==> src/rtl/ahb_matrix_out_arbiter_if.sv <==
// ahb_matrix_out_arbiter_if: request/handshake bundle between input stages, output port and its arbiter
interface ahb_matrix_out_arbiter_if #(
  parameter int NUM_PORTS = 4,
  parameter int PORT_AW = 3
);
  logic [NUM_PORTS-1:0] req_port;
  logic HREADYM;
  logic HSELM;
  logic [1:0] HTRANSM;
  logic [2:0] HBURSTM;
  logic HMASTLOCKM;
  logic [PORT_AW-1:0] addr_in_port;
  logic no_port;
  modport master(output req_port, HREADYM, HSELM, HTRANSM, HBURSTM, HMASTLOCKM, input addr_in_port, no_port);
  modport slave(input req_port, HREADYM, HSELM, HTRANSM, HBURSTM, HMASTLOCKM, output addr_in_port, no_port);
endinterface

==> src/rtl/ahb_matrix_out_arbiter.sv <==
// ahb_matrix_out_arbiter: burst-aware fixed/round-robin output-port arbiter; AHB_ARB_STARVE_GUARD_EN adds starvation promotion
module ahb_matrix_out_arbiter #(
  parameter int NUM_PORTS = 4,
  parameter int PORT_AW = 3,
  parameter int ARB_MODE = 0,
  parameter int STARVE_LIMIT = 15
) (
  input logic HCLK,
  input logic HRESET,
  ahb_matrix_out_arbiter_if.slave bus
);
  localparam logic [1:0] IDLE = 2'b00;
  localparam logic [1:0] NONSEQ = 2'b10;
  localparam logic [1:0] SEQ = 2'b11;
  logic [PORT_AW-1:0] sel, sel_n, ptr, ptr_n, win;
  logic nop, nop_n, hold, found;
  logic [3:0] cnt, cnt_n;
  logic [NUM_PORTS-1:0] eff, pool, rot;
  if (NUM_PORTS < 2 || NUM_PORTS > 8 || (1 << PORT_AW) < NUM_PORTS || STARVE_LIMIT < 1 || STARVE_LIMIT > 255) begin : g_bad
    $error("ahb_matrix_out_arbiter: illegal parameters");
  end
  // the current owner keeps requesting implicitly while its transfer is live
  always_comb begin
    eff = bus.req_port;
    for (int i = 0; i < NUM_PORTS; i++)
      if (sel == PORT_AW'(i) && !nop && bus.HSELM && bus.HTRANSM != IDLE) eff[i] = 1'b1;
  end
`ifdef AHB_ARB_STARVE_GUARD_EN
  logic [7:0] stv [NUM_PORTS];
  logic [NUM_PORTS-1:0] starved;
  always_comb begin
    starved = '0;
    for (int i = 0; i < NUM_PORTS; i++) starved[i] = ARB_MODE == 0 && eff[i] && stv[i] >= 8'(STARVE_LIMIT);
  end
  assign pool = |starved ? starved : eff;
  always_ff @(posedge HCLK)
    for (int i = 0; i < NUM_PORTS; i++)
      if (HRESET) stv[i] <= '0;
      else if (bus.HREADYM) stv[i] <= eff[i] && !(sel_n == PORT_AW'(i) && !nop_n) ? stv[i] + 8'(stv[i] != 8'hff) : '0;
`else
  assign pool = eff;
`endif
  always_comb begin
    win = '0;
    found = 1'b0;
    rot = NUM_PORTS'({eff, eff} >> ptr);
    if (ARB_MODE == 1) begin
      for (int k = 0; k < NUM_PORTS; k++)
        if (!found && rot[k]) begin
          win = PORT_AW'((int'(ptr) + k) % NUM_PORTS);
          found = 1'b1;
        end
    end else begin
      for (int i = NUM_PORTS - 1; i >= 0; i--) if (pool[i]) win = PORT_AW'(i);
    end
  end
  always_comb begin
    cnt_n = cnt;
    if (!bus.HSELM || bus.HTRANSM == IDLE) cnt_n = '0;
    else if (bus.HTRANSM == NONSEQ) cnt_n = bus.HBURSTM[2:1] == 2'd1 ? 4'd3 : bus.HBURSTM[2:1] == 2'd2 ? 4'd7 : bus.HBURSTM[2:1] == 2'd3 ? 4'd15 : 4'd0;
    else if (bus.HTRANSM == SEQ && cnt != '0) cnt_n = cnt - 4'd1;
  end
  assign hold = cnt != '0 || (bus.HBURSTM == 3'b001 && bus.HTRANSM[0]);
  // a grant out of the idle state counts as a change, so round-robin advances past port 0 after reset
  always_comb begin
    sel_n = sel;
    nop_n = nop;
    ptr_n = ptr;
    if (!bus.HMASTLOCKM && !hold) begin
      if (|eff) begin
        sel_n = win;
        nop_n = 1'b0;
        if (nop || win != sel) ptr_n = int'(win) == NUM_PORTS - 1 ? '0 : win + 1'b1;
      end else nop_n = !bus.HSELM;
    end
  end
  always_ff @(posedge HCLK)
    if (HRESET) begin
      sel <= '0;
      nop <= 1'b1;
      ptr <= '0;
      cnt <= '0;
    end else if (bus.HREADYM) begin
      sel <= sel_n;
      nop <= nop_n;
      ptr <= ptr_n;
      cnt <= cnt_n;
    end
  assign bus.addr_in_port = sel;
  assign bus.no_port = nop;
endmodule

==> src/flat_wrapper.sv <==
// flat-port wrapper written by rule: the top's interface ports become plain ports
module ahb_matrix_out_arbiter_flat 
#(
  parameter int NUM_PORTS = 4,
  parameter int PORT_AW = 3,
  parameter int ARB_MODE = 0,
  parameter int STARVE_LIMIT = 15
)
  (HCLK, HRESET, bus_req_port, bus_HREADYM, bus_HSELM, bus_HTRANSM, bus_HBURSTM, bus_HMASTLOCKM, bus_addr_in_port, bus_no_port);
  ahb_matrix_out_arbiter_if #(.NUM_PORTS(NUM_PORTS), .PORT_AW(PORT_AW)) bus_i ();
  input logic HCLK;
  input logic HRESET;
  input wire logic [$bits(bus_i.req_port)-1:0] bus_req_port;
  input wire logic [$bits(bus_i.HREADYM)-1:0] bus_HREADYM;
  input wire logic [$bits(bus_i.HSELM)-1:0] bus_HSELM;
  input wire logic [$bits(bus_i.HTRANSM)-1:0] bus_HTRANSM;
  input wire logic [$bits(bus_i.HBURSTM)-1:0] bus_HBURSTM;
  input wire logic [$bits(bus_i.HMASTLOCKM)-1:0] bus_HMASTLOCKM;
  output wire logic [$bits(bus_i.addr_in_port)-1:0] bus_addr_in_port;
  output wire logic [$bits(bus_i.no_port)-1:0] bus_no_port;
  assign bus_i.req_port = bus_req_port;
  assign bus_i.HREADYM = bus_HREADYM;
  assign bus_i.HSELM = bus_HSELM;
  assign bus_i.HTRANSM = bus_HTRANSM;
  assign bus_i.HBURSTM = bus_HBURSTM;
  assign bus_i.HMASTLOCKM = bus_HMASTLOCKM;
  assign bus_addr_in_port = bus_i.addr_in_port;
  assign bus_no_port = bus_i.no_port;
  ahb_matrix_out_arbiter #(.NUM_PORTS(NUM_PORTS), .PORT_AW(PORT_AW), .ARB_MODE(ARB_MODE), .STARVE_LIMIT(STARVE_LIMIT)) u_core (.HCLK(HCLK), .HRESET(HRESET), .bus(bus_i));
endmodule
==> config.mk <==
export PLATFORM = sky130hd
export DESIGN_NAME = ahb_matrix_out_arbiter_flat
export DESIGN_NICKNAME = d
export VERILOG_FILES = /design/src/rtl/ahb_matrix_out_arbiter_if.sv /design/src/rtl/ahb_matrix_out_arbiter.sv /design/src/flat_wrapper.sv
export SDC_FILE = /design/constraint.sdc
export NUM_CORES = 1
export LEC_CHECK = 0
export BUFFER_PORTS_ARGS = -buffer_cell sky130_fd_sc_hd__buf_2
export CORE_AREA = 2 2 39 41
export CTS_BUF_LIST = sky130_fd_sc_hd__clkbuf_2 sky130_fd_sc_hd__clkbuf_4 sky130_fd_sc_hd__clkbuf_8
export CTS_CLUSTER_DIAMETER = 40
export CTS_CLUSTER_SIZE = 24
export DETAILED_ROUTE_END_ITERATION = 8
export DIE_AREA = 0 0 41 43
export HOLD_SLACK_MARGIN = 0.05
export PLACE_DENSITY = 0.67
export SLEW_MARGIN = 20
export SYNTH_ARGS = -nofsm -noshare
export SYNTH_HDL_FRONTEND = slang
export SYNTH_SLANG_ARGS = --single-unit
==> constraint.sdc <==
create_clock -name HCLK -period 4.1 [get_ports HCLK]
set_clock_uncertainty 0.2 [all_clocks]
set_input_delay 0.615 -clock HCLK [delete_from_list [all_inputs] [get_ports HCLK]]
set_output_delay 0.615 -clock HCLK [all_outputs]
set_load 0.05 [all_outputs]
* After elaboration in Yosys (flattened, before gate mapping)
Index checks and enable logic that the tools add are counted.
** Storage, ports and cells
- Flip-flop bits (word level) :: 8
- Input port bits :: 14
- Output and inout bits :: 4
- Word-level logic and storage cells :: 58
** Operators by class
- Add/sub/neg operators :: 1
- Equality and inequality tests :: 9
- Mux-type cells :: 15
- Reductions and logical operators :: 30
** Operators by type and width (count)
- two-way mux 4 bit :: 6
- logical AND 1 bit :: 15
- == test 2 bit, second input constant :: 4
- two-way mux 2 bit :: 4
- == test 3 x 1 -> 1 bit, second input constant :: 2
- == test 3 x 2 -> 1 bit, second input constant :: 2
- two-way mux 1 bit :: 5
- zero test 1 bit :: 4
- AND reduction 2 bit :: 2
- nonzero test 4 bit :: 1
- OR reduction 4 bit :: 1
- subtractor 4 x 1 -> 4 bit, second input constant :: 1
- zero test 3 bit :: 1
- AND reduction 3 bit :: 1
- nonzero test 3 bit :: 1
- == test 2 x 1 -> 1 bit, second input constant :: 1
- zero test 2 bit :: 1
- logical OR 1 bit :: 2
- nonzero test 2 bit :: 1

* Logic depth before layout (Yosys ltp)
- Word-level depth :: 9
- Depth in mapped cells :: 6
- Gate-level depth less buffers :: 6

* Least setup slack after synthesis
Ideal clock, no wire load.
- Path type :: register to register
- Start :: register u_core.nop, in the netlist u_core.bus.no_port
- End :: register u_core.sel[0], in the netlist u_core.bus.addr_in_port[0]
- Setup time :: 0.088 ns
- Arrival time :: 1.605 ns
- Required time :: 3.812 ns
- Path slack :: 2.207 ns
- Stages on the path, launching flop included :: 5
- Buffers on the path :: 0
- Period minus slack after synthesis :: 1.893 ns
- Path through :: dfxtp_1 > nand2b_4 > or4b_1 > a31o_1 > a311oi_2
** Between the ends
- Cells in the longest elaborated chain, start to end :: 9
- Elaborated cells between the ends (all ways) :: 23
- Classes of those cells :: mux: 8; reduce/logical: 15
** RTL lines
- from (decl) :: line ahb_matrix_out_arbiter.sv:16 : logic nop, nop_n, hold, found;
- from (signal assigned) :: line ahb_matrix_out_arbiter.sv:85 : nop <= nop_n;
- zero test 1 bit * :: line ahb_matrix_out_arbiter.sv:26 : if (sel == PORT_AW'(i) && !nop && bus.HSELM && bus.HTRANSM != IDLE) eff[i] = 1'b1;
- logical AND 1 bit (3 in series) :: line ahb_matrix_out_arbiter.sv:26
- two-way mux 1 bit :: line ahb_matrix_out_arbiter.sv:26
- two-way mux 2 bit (4 in series) :: line ahb_matrix_out_arbiter.sv:54 : for (int i = NUM_PORTS - 1; i >= 0; i--) if (pool[i]) win = PORT_AW'(i);
- to (signal assigned) :: line ahb_matrix_out_arbiter.sv:84 : sel <= sel_n;
- to (decl) :: line ahb_matrix_out_arbiter.sv:15 : logic [PORT_AW-1:0] sel, sel_n, ptr, ptr_n, win;
Every way passes the cells marked *; elsewhere a longest branch is shown, timed or not.
A chain may end at the register's enable or synchronous reset.

* Final worst setup path
- Start :: register u_core.cnt[0]
- End :: register u_core.nop, in the netlist u_core.bus.no_port
** Between the ends
- Cells in the longest elaborated chain, start to end :: 5
** RTL lines
- from (decl) :: line ahb_matrix_out_arbiter.sv:17 : logic [3:0] cnt, cnt_n;
- from (signal assigned) :: line ahb_matrix_out_arbiter.sv:87 : cnt <= cnt_n;
- nonzero test 4 bit :: line ahb_matrix_out_arbiter.sv:63 : assign hold = cnt != '0 || (bus.HBURSTM == 3'b001 && bus.HTRANSM[0]);
- logical OR 1 bit :: line ahb_matrix_out_arbiter.sv:63
- zero test 1 bit :: line ahb_matrix_out_arbiter.sv:69 : if (!bus.HMASTLOCKM && !hold) begin
- logical AND 1 bit :: line ahb_matrix_out_arbiter.sv:69
- AND reduction 2 bit (no line)
Every way passes these cells.

==> run summary <==
CP max-delay cell -> or3b_4
Biggest area consumer among synthesized cells -> dfxtp_1
Mapped cell area -> 548 um^2
DR vias -> 596
DRT antenna net count -> 0
Syn_area_per_cell -> 8.18 um^2
Vias in the first global route -> 491
Routed WL per cell -> 12.2 um
Outcome -> finished clean
Hold Path Origin -> u_core.bus.addr_in_port[1]
Slew Limit Fails -> 0
Gr usage total -> 17.5%
DRC viols -> 0
Htree depth -> 1
CTS root buffer -> clkbuf_4
Critical path cell sequence -> inv_1, ha_1, or3b_4, nor4_4, nor2b_1, a311o_1
DR pass1 iterations -> 4
Final period util -> 48.7%
Critical path required time -> 4050 ps
Crit path arrival time -> 1950 ps
Routed vias/inst -> 5.84
Hold Path End -> u_core.bus.addr_in_port[1]
Dpl hpwl -> 1.02 mm
Core Rows -> 14
Sequential fraction of the synthesis area -> 25.6%
Cts-stage hold buffer count -> 0
CP max FO -> 6
Crit path launch -> u_core.cnt[0]
Sink Count -> 7
Drt total wl -> 1.24 mm
Placer Congestion -> 0.788
Area Growth Syn to Fin -> 22.4%
# port buffers -> 16
Synth Net Count -> 82
Reg clk slew, reported paths -> 60 ps
Post-CTS Setup Inserts -> 0
Clk buf depth -> 2
I/O pins -> 18
Pwr Density -> 313 nW/um^2
Initial core utilization -> 39.6%
Remaining global-route overflow -> 0
Num CTS Buffers -> 3
R2r startpoint -> u_core.cnt[0]
Nets -> 102
Worst vdd ir -> 0.000171 V
Number of flops mapped to enable cells by yosys -> 0
Final number of hold-violating endpoints -> 0
Yosys warns -> 0
Register bit total from synthesis -> 7
First-pass GRT wire length -> 2.01 mm
Die Width -> 41 um
Final setup fails -> 0
Reg-to-reg slack, setup -> 2100 ps
Max Freq -> 0.501 GHz
Ys async rst share -> 0%
Post-place instance area -> 641 um^2
Top cell type's share of synthesized area -> 25.6%
Largest net degree at the start of global routing -> 8
Initial DRC Count -> 12
Initial antenna violation count -> 0
Share of cells above drive strength 1 -> 33.7%
Die area -> 1760 um^2
Core footprint -> 1380 um^2
Resize count post-CTS -> 0
RR Endpoint -> u_core.bus.no_port
CP startpoint kind -> register
CTS tree -> done
Fill count -> 152
Hold WC Path Type -> register to register
CP endpoint kind -> register
Min Tclk post-route -> 2000 ps
Netlist cell types -> 35
Kind of critical path -> register to register
Worst hold stages -> 2
RSZ-0062 raised after global routing -> no
Cells after synthesis -> 67
Die Span Y -> 43 um
Setup TNS -> 0 ps
Antenna cell count -> 0
Clk_lat worst skew -> 260 ps
Max cap viols -> 0
Reg2reg path depth -> 6
Synth Flop Type -> dfxtp_1
Max incr delay on CP -> 420 ps
Leak -> 0.267 nW
Final instance area -> 671 um^2
List of most frequent post-synthesis cells -> 7 x dfxtp_1, 6 x a21oi_1, 6 x inv_1, 6 x o21ai_0, 5 x nand2_1
Cell with the most instances after synthesis -> dfxtp_1
Top post-synthesis cells by area -> dfxtp_1 26%, a21oi_1 5.5%, o21ai_0 5.5%
worst max-delay path: cells and delay by family, from the launching register on:
family / cells / cell delay, ps
AND/OR/NAND/NOR: 3 / 800
flip-flops: 1 / 340
adder cells (fa/ha/maj): 1 / 170
AO/OA/AOI/OAI: 1 / 310
buffers and inverters: 1 / 70
worst max path at each step:
stage	endpoint	slack (ps)	cells past startpoint
final	u_core.bus.no_port	2100	6
after global routing	u_core.bus.no_port	2010	6
after CTS	u_core.bus.no_port	2100	6
after detailed placement	u_core.bus.addr_in_port[0]	2040	5
after global placement	u_core.bus.no_port	2060	5
after floorplan	u_core.bus.addr_in_port[0]	2210	4
kinds of logic (layout without fill, tap and decap cells):
logic type                 after synthesis  in the layout  share of synthesized area (%)
other                                    1              1                          0.684
AOI/OAI and AO/OA                       24             24                           30.6
DFF                                      7              7                           25.6
buffers and inverters                    7             26                           5.48
adders and majority gates                1              1                           2.28
and+or+nand+nor                         27             27                           35.4
placed cells by master, fill, tap and decap left out, types with 2 or more instances in the layout:
cell      count
nand2_1       5
inv_1         6
a31oi_1       3
clkbuf_4      4
nor2b_1       2
nand4_1       3
a21oi_1       6
buf_2        16
nor3b_1       2
o21ai_0       6
dfxtp_1       7
nor2_1        2
per-layer routing:
metal | wire (um) | global-route usage, % | vias to the layer above
met5 | 0 | 0 | -
met4 | 19 | 8.00 | 0
met3 | 100 | 9.42 | 4
met2 | 605 | 25.0 | 22
met1 | 516 | 20.7 | 274
li1 | - | - | 296
flip-flops by register name, summed over array words and instances, names as in the netlist:
| register | count |
|---|---|
| u_core.bus.no_port | 1 |
| u_core.cnt | 4 |
| u_core.bus.addr_in_port | 2 |
metrics by stage:
stage | hold slack (ps) | worst slack, ps | cells | power (mW) | util (%)
4_1_cts | 280 | 2100 | 102 | 0.214 | 48.5
3_3_place_gp | 268 | 2060 | 98 | 0.139 | 46.3
3_5_place_dp | 267 | 2040 | 98 | 0.140 | 46.3
6_report | 277 | 2100 | 102 | 0.210 | 48.5
2_1_floorplan | 264 | 2210 | 67 | 0.121 | -
5_1_grt | 321 | 2010 | 102 | 0.225 | 48.5
power breakdown:
part | total [mW] | leakage, nW | switching [mW] | internal, mW
sequential | 0.0775 | 0.0573 | 0.00451 | 0.0730
clock | 0.0711 | 0.0184 | 0.0272 | 0.0439
combinational | 0.0613 | 0.191 | 0.0365 | 0.0249
area by class of cell:
cell class	count	area, um^2	area share (%)
multi-input cells	53	378	56.3
well taps	16	20.0	2.99
flip-flops and latches	7	140	20.9
clock buffers	4	30.0	4.48
inverters	6	22.5	3.36
repair buffers	16	80.1	11.9
(Power assumes the default switching activity.)
